**src/rtl/pomodoro_timer_ctrl.sv**
```systemverilog
`default_nettype none
// ============================================================================
// Module      : pomodoro_timer_ctrl
// Description : Countdown timer with four presets, pause/resume, automatic
//               reload, a saturating session counter, BCD readout and a
//               ready/valid frame stream for a 74HC595 display driver.
// Revision    : 1.0 - initial release
// ============================================================================
module pomodoro_timer_ctrl #(
    parameter int TICK_LIM = 125000000,
    parameter int T0       = 3000,
    parameter int T1       = 1500,
    parameter int T2       = 600,
    parameter int T3       = 300,
    parameter int SESS_MAX = 9999
) (
    input  logic        clk,
    input  logic        rst_n,
    input  logic [3:0]  btn_sel,
    input  logic        btn_pause,
    input  logic        auto_mode,
    output logic [1:0]  state,
    output logic        done_pulse,
    output logic [13:0] sess_cnt,
    output logic [31:0] digits,
    output logic [15:0] out_dat,
    output logic        out_vld,
    input  logic        out_rdy
);

    // Parameter range guard: an illegal configuration stops elaboration.
    if (TICK_LIM < 2 || SESS_MAX < 0 || SESS_MAX > 9999 ||
        T0 < 1 || T0 > 5999 || T1 < 1 || T1 > 5999 ||
        T2 < 1 || T2 > 5999 || T3 < 1 || T3 > 5999) begin : g_param_err
        $error("pomodoro_timer_ctrl: parameter out of range");
    end

    typedef enum logic [1:0] {
        ST_IDLE  = 2'b00,
        ST_RUN   = 2'b01,
        ST_PAUSE = 2'b10,
        ST_DONE  = 2'b11
    } state_t;

    localparam int              c_pw       = (TICK_LIM > 1) ? $clog2(TICK_LIM) : 1;
    localparam logic [c_pw-1:0] c_pre_last = c_pw'(TICK_LIM - 1);
    localparam logic [12:0]     c_t0       = 13'(T0);
    localparam logic [12:0]     c_t1       = 13'(T1);
    localparam logic [12:0]     c_t2       = 13'(T2);
    localparam logic [12:0]     c_t3       = 13'(T3);
    localparam logic [13:0]     c_sess_max = 14'(SESS_MAX);

    state_t          r_state, w_state_nxt;
    logic [12:0]     r_rem, w_rem_nxt;
    logic [1:0]      r_idx, w_idx_nxt;
    logic [c_pw-1:0] r_pre, w_pre_nxt;
    logic [13:0]     r_sess, w_sess_nxt;
    logic            r_done, w_done_nxt;
    logic [3:0]      r_sel_prev;
    logic            r_pause_prev;
    logic [31:0]     r_digits;
    logic [2:0]      r_scan;
    logic [15:0]     r_out_dat;
    logic            r_out_vld;

    logic [3:0]      w_sel_edge;
    logic            w_pause_edge;
    logic            w_load;
    logic [1:0]      w_load_idx;
    logic            w_tick;
    logic            w_xfer;
    logic [2:0]      w_scan_nxt;
    logic [3:0]      w_digit_nxt;
    logic [15:0]     w_frame_nxt;

    // Preset duration lookup by index.
    function automatic logic [12:0] f_preset(input logic [1:0] idx);
        case (idx)
            2'd0:    f_preset = c_t0;
            2'd1:    f_preset = c_t1;
            2'd2:    f_preset = c_t2;
            default: f_preset = c_t3;
        endcase
    endfunction

    // Remaining seconds as MM:SS and the session count as four decimal digits.
    function automatic logic [31:0] f_digits(input logic [12:0] rem, input logic [13:0] sess);
        logic [12:0] mins;
        logic [12:0] secs;
        mins = rem / 13'd60;
        secs = rem % 13'd60;
        f_digits = {4'(mins / 13'd10), 4'(mins % 13'd10),
                    4'(secs / 13'd10), 4'(secs % 13'd10),
                    4'(sess / 14'd1000), 4'((sess / 14'd100) % 14'd10),
                    4'((sess / 14'd10) % 14'd10), 4'(sess % 14'd10)};
    endfunction

    // Active-low {dp,g..a} pattern; the decimal point is always off.
    function automatic logic [7:0] f_seg(input logic [3:0] d);
        case (d)
            4'd0:    f_seg = 8'hC0;
            4'd1:    f_seg = 8'hF9;
            4'd2:    f_seg = 8'hA4;
            4'd3:    f_seg = 8'hB0;
            4'd4:    f_seg = 8'h99;
            4'd5:    f_seg = 8'h92;
            4'd6:    f_seg = 8'h82;
            4'd7:    f_seg = 8'hF8;
            4'd8:    f_seg = 8'h80;
            4'd9:    f_seg = 8'h90;
            default: f_seg = 8'hFF;
        endcase
    endfunction

    assign w_sel_edge   = btn_sel & ~r_sel_prev;
    assign w_pause_edge = btn_pause & ~r_pause_prev;
    assign w_load       = |w_sel_edge;
    assign w_tick       = (r_state == ST_RUN) && (r_pre == c_pre_last);

    // Lowest-numbered preset button wins when several rise together.
    always_comb begin
        w_load_idx = 2'd0;
        if (w_sel_edge[0])      w_load_idx = 2'd0;
        else if (w_sel_edge[1]) w_load_idx = 2'd1;
        else if (w_sel_edge[2]) w_load_idx = 2'd2;
        else if (w_sel_edge[3]) w_load_idx = 2'd3;
    end

    // Next-state logic: preset load beats everything, expiry beats pause.
    always_comb begin
        w_state_nxt = r_state;
        w_rem_nxt   = r_rem;
        w_idx_nxt   = r_idx;
        w_pre_nxt   = r_pre;
        w_sess_nxt  = r_sess;
        w_done_nxt  = 1'b0;
        if (w_load) begin
            w_state_nxt = ST_RUN;
            w_rem_nxt   = f_preset(w_load_idx);
            w_idx_nxt   = w_load_idx;
            w_pre_nxt   = '0;
            if (w_load_idx != r_idx) begin
                w_sess_nxt = 14'd0;
            end
        end else begin
            case (r_state)
                ST_RUN: begin
                    w_pre_nxt = w_tick ? '0 : r_pre + 1'b1;
                    if (w_tick && r_rem == 13'd1) begin
                        w_rem_nxt   = 13'd0;
                        w_state_nxt = ST_DONE;
                        w_done_nxt  = 1'b1;
                        if (r_sess < c_sess_max) begin
                            w_sess_nxt = r_sess + 14'd1;
                        end
                    end else begin
                        if (w_tick) begin
                            w_rem_nxt = r_rem - 13'd1;
                        end
                        if (w_pause_edge) begin
                            w_state_nxt = ST_PAUSE;
                        end
                    end
                end
                ST_PAUSE: begin
                    if (w_pause_edge) begin
                        w_state_nxt = ST_RUN;
                    end
                end
                ST_DONE: begin
                    if (auto_mode) begin
                        w_state_nxt = ST_RUN;
                        w_rem_nxt   = f_preset(r_idx);
                        w_pre_nxt   = '0;
                    end
                end
                default: ;
            endcase
        end
    end

    // Timer state register and button history.
    always_ff @(posedge clk or negedge rst_n) begin
        if (!rst_n) begin
            r_state      <= ST_IDLE;
            r_rem        <= 13'd0;
            r_idx        <= 2'd0;
            r_pre        <= '0;
            r_sess       <= 14'd0;
            r_done       <= 1'b0;
            r_sel_prev   <= 4'd0;
            r_pause_prev <= 1'b0;
        end else begin
            r_state      <= w_state_nxt;
            r_rem        <= w_rem_nxt;
            r_idx        <= w_idx_nxt;
            r_pre        <= w_pre_nxt;
            r_sess       <= w_sess_nxt;
            r_done       <= w_done_nxt;
            r_sel_prev   <= btn_sel;
            r_pause_prev <= btn_pause;
        end
    end

    // Registered BCD readout, one cycle behind the timer state.
    always_ff @(posedge clk or negedge rst_n) begin
        if (!rst_n) begin
            r_digits <= 32'd0;
        end else begin
            r_digits <= f_digits(r_rem, r_sess);
        end
    end

    assign w_xfer      = r_out_vld && out_rdy;
    assign w_scan_nxt  = r_scan + 3'd1;
    assign w_digit_nxt = r_digits[{w_scan_nxt, 2'b00} +: 4];
    assign w_frame_nxt = {f_seg(w_digit_nxt), 8'h01 << w_scan_nxt};

    // Display stream: the frame advances only after the controller takes it.
    always_ff @(posedge clk or negedge rst_n) begin
        if (!rst_n) begin
            r_scan    <= 3'd0;
            r_out_dat <= 16'hC001;
            r_out_vld <= 1'b0;
        end else begin
            r_out_vld <= 1'b1;
            if (w_xfer) begin
                r_scan    <= w_scan_nxt;
                r_out_dat <= w_frame_nxt;
            end
        end
    end

    assign state      = r_state;
    assign done_pulse = r_done;
    assign sess_cnt   = r_sess;
    assign digits     = r_digits;
    assign out_dat    = r_out_dat;
    assign out_vld    = r_out_vld;

endmodule
`default_nettype wire

```
**config.mk**
```make
export PLATFORM = sky130hd
export DESIGN_NAME = pomodoro_timer_ctrl
export DESIGN_NICKNAME = d
export VERILOG_FILES = /design/src/rtl/pomodoro_timer_ctrl.sv
export SDC_FILE = /design/constraint.sdc
export NUM_CORES = 1
export LEC_CHECK = 0
export ABC_AREA = 1
export CAP_MARGIN = 20
export CORE_AREA = 2 2 127 129
export CTS_BUF_LIST = sky130_fd_sc_hd__clkbuf_4 sky130_fd_sc_hd__clkbuf_8
export CTS_CLUSTER_DIAMETER = 40
export DETAILED_ROUTE_END_ITERATION = 8
export DIE_AREA = 0 0 129 131
export PLACE_DENSITY = 0.87
export RECOVER_POWER = 50
export REMOVE_ABC_BUFFERS = 1
export SYNTH_ARGS = -nofsm -noshare
export SYNTH_HDL_FRONTEND = slang
export SYNTH_SLANG_ARGS = --single-unit
```
**constraint.sdc**
```tcl
create_clock -name clk -period 8.8 [get_ports clk]
set_input_delay 2.64 -clock clk [delete_from_list [all_inputs] [get_ports clk]]
set_output_delay 2.64 -clock clk [all_outputs]
set_load 0.005 [all_outputs]
```
# After elaboration in Yosys (flattened, before gate mapping)
# Memory sizes are Yosys's and may differ from the RTL's. A register that Yosys moved wholly into a read port is not among the register bits.
# Cells that the tools add are included.
[word_totals]
rom_bits = 112
n_memories = 1
regBits = 116
input_bits = 9
elab_cells = 96
[op_classes]
magnitude_cmp = 1
n_eq_ne = 15
muxes = 29
div_mod_pow = 12
add_sub_neg = 4
n_reduce_logical = 16
bitwise_logic = 4
n_shift = 2
[mem_list]
columns = ["name", "words", "width", "read_ports", "rd_ports_with_merged_regs", "write_ports", "line_no", "text"]
rows = [
  ["(name not given)", 16, 7, 1, 1, 0, "100", "case (d)"],
]
[ops]
columns = ["operator", "n"]
rows = [
  ["27-bit two-way mux", 3],
  ["12-bit one-hot mux with 3 select lines", 2],
  ["14-bit two-way mux", 5],
  ["27-bit one-hot mux with 2 select lines", 1],
  ["13-bit two-way mux", 4],
  ["14-bit by 4-bit remainder unit with 14-bit output, second input constant", 3],
  ["32-bit by 6-bit variable part select with 4-bit output", 1],
  ["27-bit by 1-bit adder with 27-bit output, second input constant", 1],
  ["27-bit equality test, second input constant", 1],
  ["13-bit by 4-bit divider with 13-bit output, second input constant", 2],
  ["13-bit by 4-bit remainder unit with 13-bit output, second input constant", 2],
  ["13-bit one-hot mux with 2 select lines", 1],
  ["2-bit two-way mux", 9],
  ["14-bit by 1-bit adder with 14-bit output, second input constant", 1],
  ["14-bit by 10-bit divider with 14-bit output, second input constant", 1],
  ["14-bit by 4-bit divider with 14-bit output, second input constant", 1],
  ["14-bit by 7-bit divider with 14-bit output, second input constant", 1],
  ["14-bit < comparator, second input constant", 1],
  ["13-bit by 6-bit divider with 13-bit output, second input constant", 1],
  ["13-bit by 1-bit equality test with 1-bit output, second input constant", 1],
  ["13-bit by 6-bit remainder unit with 13-bit output, second input constant", 1],
  ["13-bit by 1-bit subtractor with 13-bit output, second input constant", 1],
  ["2-bit equality test, second input constant", 4],
  ["4-bit by 3-bit != test with 1-bit output, second input constant", 2],
  ["other kinds (22)", 33],
]

# Logic depth before layout (Yosys ltp)
[depth]
word_depth = 9
depth_mapped = 57
depth_no_buf = 57

# Worst setup path before layout
# Ideal clock, no wire load.
[synth_timing]
kind = "input to register"
start = "in btn_sel[3]"
end = "reg r_sess[12] (netlist: sess_cnt[12])"
setup_ps = 77
slack_ps = 3667
cell_stages = 20
arrival_time_ps = 5055
cell_sequence = "inv_1 nor2_1 o21ai_0 a21oi_1 inv_1 nor2_1 inv_1 a31oi_1 inv_1 nand2_1 inv_1 nor3_1 nand2_1 nor2_1 inv_1 nor3_1 nand2_1 nor2_1 o21ai_0 a21oi_1"
[synth_via]
elab_chain_len = 8
elab_cells_between_ends = 13
cone_classes = "eq/ne (2); mux (5); bitwise (1); reduce/logical (5)"
[synth_lines]
columns = ["element", "line_no", "text"]
rows = [
  ["from (decl)", "19", "input logic [3:0] btn_sel,"],
  ["4-bit bitwise AND", "115", "assign w_sel_edge = btn_sel & ~r_sel_prev;"],
  ["2-bit two-way mux", "126", "else if (w_sel_edge[3]) w_load_idx = 2'd3;"],
  ["2-bit two-way mux", "125", "else if (w_sel_edge[2]) w_load_idx = 2'd2;"],
  ["2-bit two-way mux", "124", "else if (w_sel_edge[1]) w_load_idx = 2'd1;"],
  ["2-bit two-way mux", "123", "if (w_sel_edge[0]) w_load_idx = 2'd0;"],
  ["via w_load_idx[0]", "69", "logic [1:0] w_load_idx;"],
  ["2-bit != test", "142", "if (w_load_idx != r_idx) begin"],
  ["2-bit by 1-bit != test with 1-bit output (no source line)", "--", ""],
  ["4-bit AND reduction (no source line)", "--", ""],
  ["to (signal assigned)", "198", "r_sess <= w_sess_nxt;"],
  ["to (decl)", "57", "logic [13:0] r_sess, w_sess_nxt;"],
]
# The timed path passes the listed nets, and every way through them passes these cells.
# A chain may end at the register's enable or synchronous reset.

# Final worst setup path
[layout_timing]
start = "in btn_sel[0]"
end = "reg r_pre[25]"
[layout_via]
elab_chain_len = 4
elab_cells_between_ends = 6
cone_classes = "eq/ne (1); mux (1); bitwise (1); reduce/logical (3)"
[layout_lines]
columns = ["element", "line_no", "text"]
rows = [
  ["4-bit bitwise AND *", "115", ""],
  ["4-bit OR reduction *", "117", "assign w_load = |w_sel_edge;"],
  ["3-bit != test (no source line) / 3-bit nonzero test (equally long branches)", "--", ""],
  ["2-bit AND reduction (no source line)", "--", ""],
  ["to (signal assigned)", "197", "r_pre <= w_pre_nxt;"],
  ["to (decl)", "56", "logic [c_pw-1:0] r_pre, w_pre_nxt;"],
]
# Mark *: on every way between the ends. The rest lies on a longest branch, timed or not.

==> impl_metrics.json <==
{
  "endpoint_kind": "register",
  "multi_input_area_um2": 6215,
  "relSlewSlack_pct": -133.7,
  "start_kind": "primary input",
  "ys_seq_area_share_pct": 28.57,
  "start_util_pct": 64.62,
  "rsz0062_at_grt": "no",
  "clock_latency_ns": 0.44,
  "max-cap-violations": 1,
  "layout.area.seq_um2": 2880,
  "finClkSkew_ns": 0.009549,
  "tritoncts": "yes",
  "power.leakage_uw": 0.005770,
  "synth-main-ff-cell": "dfrtp_1",
  "period_needed_ns": 6.416,
  "synthTopCellsByCount": "nand2_1, inv_1, nor2_1",
  "grt_pass1_wl_um": 40730,
  "synth_area_um2": 10080,
  "htreeDepth": 4,
  "slew_viol_final": 66,
  "yosysUniqueCellTypes": 63,
  "post_cts_resized": 0,
  "track_usage_pct": 29.32,
  "drc_errors": 0,
  "fp-row-count": 46,
  "synthTopCellsByArea": "dfrtp_1, nand2_1, inv_1",
  "worst_slew_pin_slew_ns": 3.506,
  "port-buffer-count": 73,
  "ant_nets": 0,
  "hold_path_class": "register to register",
  "post_cts_buffers": 0,
  "cts_root_buffer": "clkbuf_8",
  "final_net_count": 1636,
  "power_density_nw_per_um2": 426.4,
  "violations": "max-capacitance violations, max-slew violations",
  "irDropWorstVdd_mv": 0.4167,
  "cts_buffer_depth": 2,
  "fin_cells": 1814,
  "drt_iter0_markers": 742,
  "status": "finished with violations",
  "cp_max_fo": 14,
  "wl_per_cell_um": 13.30,
  "arrival_ns": 6.78,
  "fp.dieW_um": 129,
  "synth_top_area_cell": "dfrtp_1",
  "cts_sinks": 115,
  "netlist_instances": 1513,
  "finalPower_uw": 4842,
  "crit_type": "primary input to register",
  "vias": 10000,
  "synth_top_area_share_pct": 28.05,
  "diodes": 0,
  "place_hpwl_um": 18570,
  "gp_congestion": 0.9233,
  "grt_max_degree": 66,
  "dp_cells": 1782,
  "core_um2": 15600,
  "ys.warnings.count": 0,
  "grt_overflow": 0,
  "antenna_found_initial": 0,
  "wl_um": 24130,
  "die-area_um2": 16900,
  "dieHeight_um": 131,
  "dr.pass1.iters": 5,
  "hold_viol_final": 0,
  "grt_pass1_vias": 9046,
  "synth_edf_count": 0,
  "ios": 75,
  "syn_to_final_growth_pct": 12.67,
  "yosysMostFrequentCell": "nand2_1",
  "required_ns": 9.17,
  "via_per_inst": 5.513,
  "finalSetupViolations": 0,
  "setup_tns_ns": 0,
  "avgSynthCellArea_um2": 6.662,
  "cts-buffers-inserted": 17,
  "layout-drive-gt1-share_pct": 12.39,
  "fmax_mhz": 155.9,
  "ys_async_sr_fraction_pct": 100.0,
  "min_period_over_period_pct": 72.91,
  "clk_transition_reported_paths_ns": 0.07,
  "hold_buffers": 0,
  "ys_ff_latch": 115,
  "fillers": 1279
}
## area by class of cell
class                           count  share of cell area [%]
Clock buffer                       20                   2.369
Clock inverter                     12                  0.9475
Inverter                          231                   7.679
Multi-Input combinational cell   1144                   54.72
Sequential cell                   115                   25.36
Tap cell                          216                   2.380
Timing Repair Buffer               76                   6.544
## power breakdown
group	switching [uW]	leakage [uW]	total [uW]	internal, uW
sequential	102	0.00149	802	700
combinational	2350	0.00409	3570	1220
clock	227	0.000188	468	241
## cell usage in the layout (no fill, tap or decap), drive strengths merged, types with 4 or more instances in the layout
cell | synthesis | final
a21oi | 64 | 64
a22oi | 5 | 5
a31oi | 4 | 4
clkbuf | 15 | 22
clkdlybuf4s50 | 0 | 61
clkinv | 3 | 10
dfrtp | 113 | 113
dlygate4sd3 | 0 | 11
ha | 42 | 42
inv | 228 | 229
mux2i | 4 | 4
nand2 | 438 | 438
nand3 | 127 | 127
nand4 | 39 | 39
nor2 | 178 | 178
nor3 | 38 | 38
o211ai | 6 | 6
o21a | 4 | 4
o21ai | 102 | 102
o22ai | 4 | 4
o32ai | 7 | 7
xnor2 | 10 | 10
xor2 | 36 | 36
## state kept, by name (all words and copies together) (netlist names)
signal / count
digits: 32
r_pre: 27
out_dat: 15
sess_cnt: 14
r_rem: 13
r_sel_prev: 4
r_scan: 3
r_idx: 2
state: 2
done_pulse: 1
out_vld: 1
r_pause_prev: 1
## worst paths after layout
kind	start	end	slack, ns	cells after the start
setup / recovery	btn_sel[0]	r_pre[25]	2.38	22
hold / removal	r_rem[0]	digits[16]	0.46	0
setup reg to reg	r_rem[12]	digits[17]	2.72	46
hold reg to reg	r_rem[0]	digits[16]	0.46	0
max in group asynchronous	rst_n	digits[15]	3.37	2
min in group asynchronous	rst_n	digits[30]	3.39	1
## layer usage
metal / wire (um) / vias up / share of wire, % / GRT usage, %
met5: 0 / - / 0 / 0
met4: 439 / 0 / 1.8 / 9.207
met3: 1336 / 45 / 5.5 / 4.153
met2: 11490 / 355 / 48 / 49.86
met1: 10870 / 4565 / 45 / 39.02
li1: - / 5036 / - / -
## cell families after synthesis
family          share of synthesized area, %
xor+xnor                               4.071
fa+ha+maj                              5.213
buf+inv                                9.670
simple gates                           39.05
other cells                          0.07451
flops                                  28.57
mux                                   0.3972
compound gates                         12.95
## through the flow
stage	hold WS, ns	worst slack (ns)	instance area [um^2]	util (%)
2_1_floorplan	0.4140	3.274	9981	-
3_3_place_gp	0.4397	2.431	11000	70.54
3_5_place_dp	0.4488	2.229	11000	70.54
4_1_cts	0.4576	2.699	11380	72.95
5_1_grt	0.4906	1.914	11360	72.81
6_report	0.4640	2.384	11360	72.81
## worst max-delay path: stages
cell and delay (ns):
dlygate4sd3_1 0.58, inv_1 0.07, o21ai_0 0.34, nor2_1 0.10, clkbuf_1 0.28, clkinv_1 0.25, nor2_1 0.09, inv_1 0.06
nand2_1 0.16, inv_1 0.35, nand3_1 0.18, nor2_1 0.21, nand2_1 0.10, nor2_1 0.17, nand2_1 0.13, nor2_1 0.18
nand2_1 0.07, nor2_1 0.19, nand2_1 0.12, nor3b_1 0.27, o21ai_0 0.11, a21oi_1 0.16
Power figures use the tool's default switching activity.
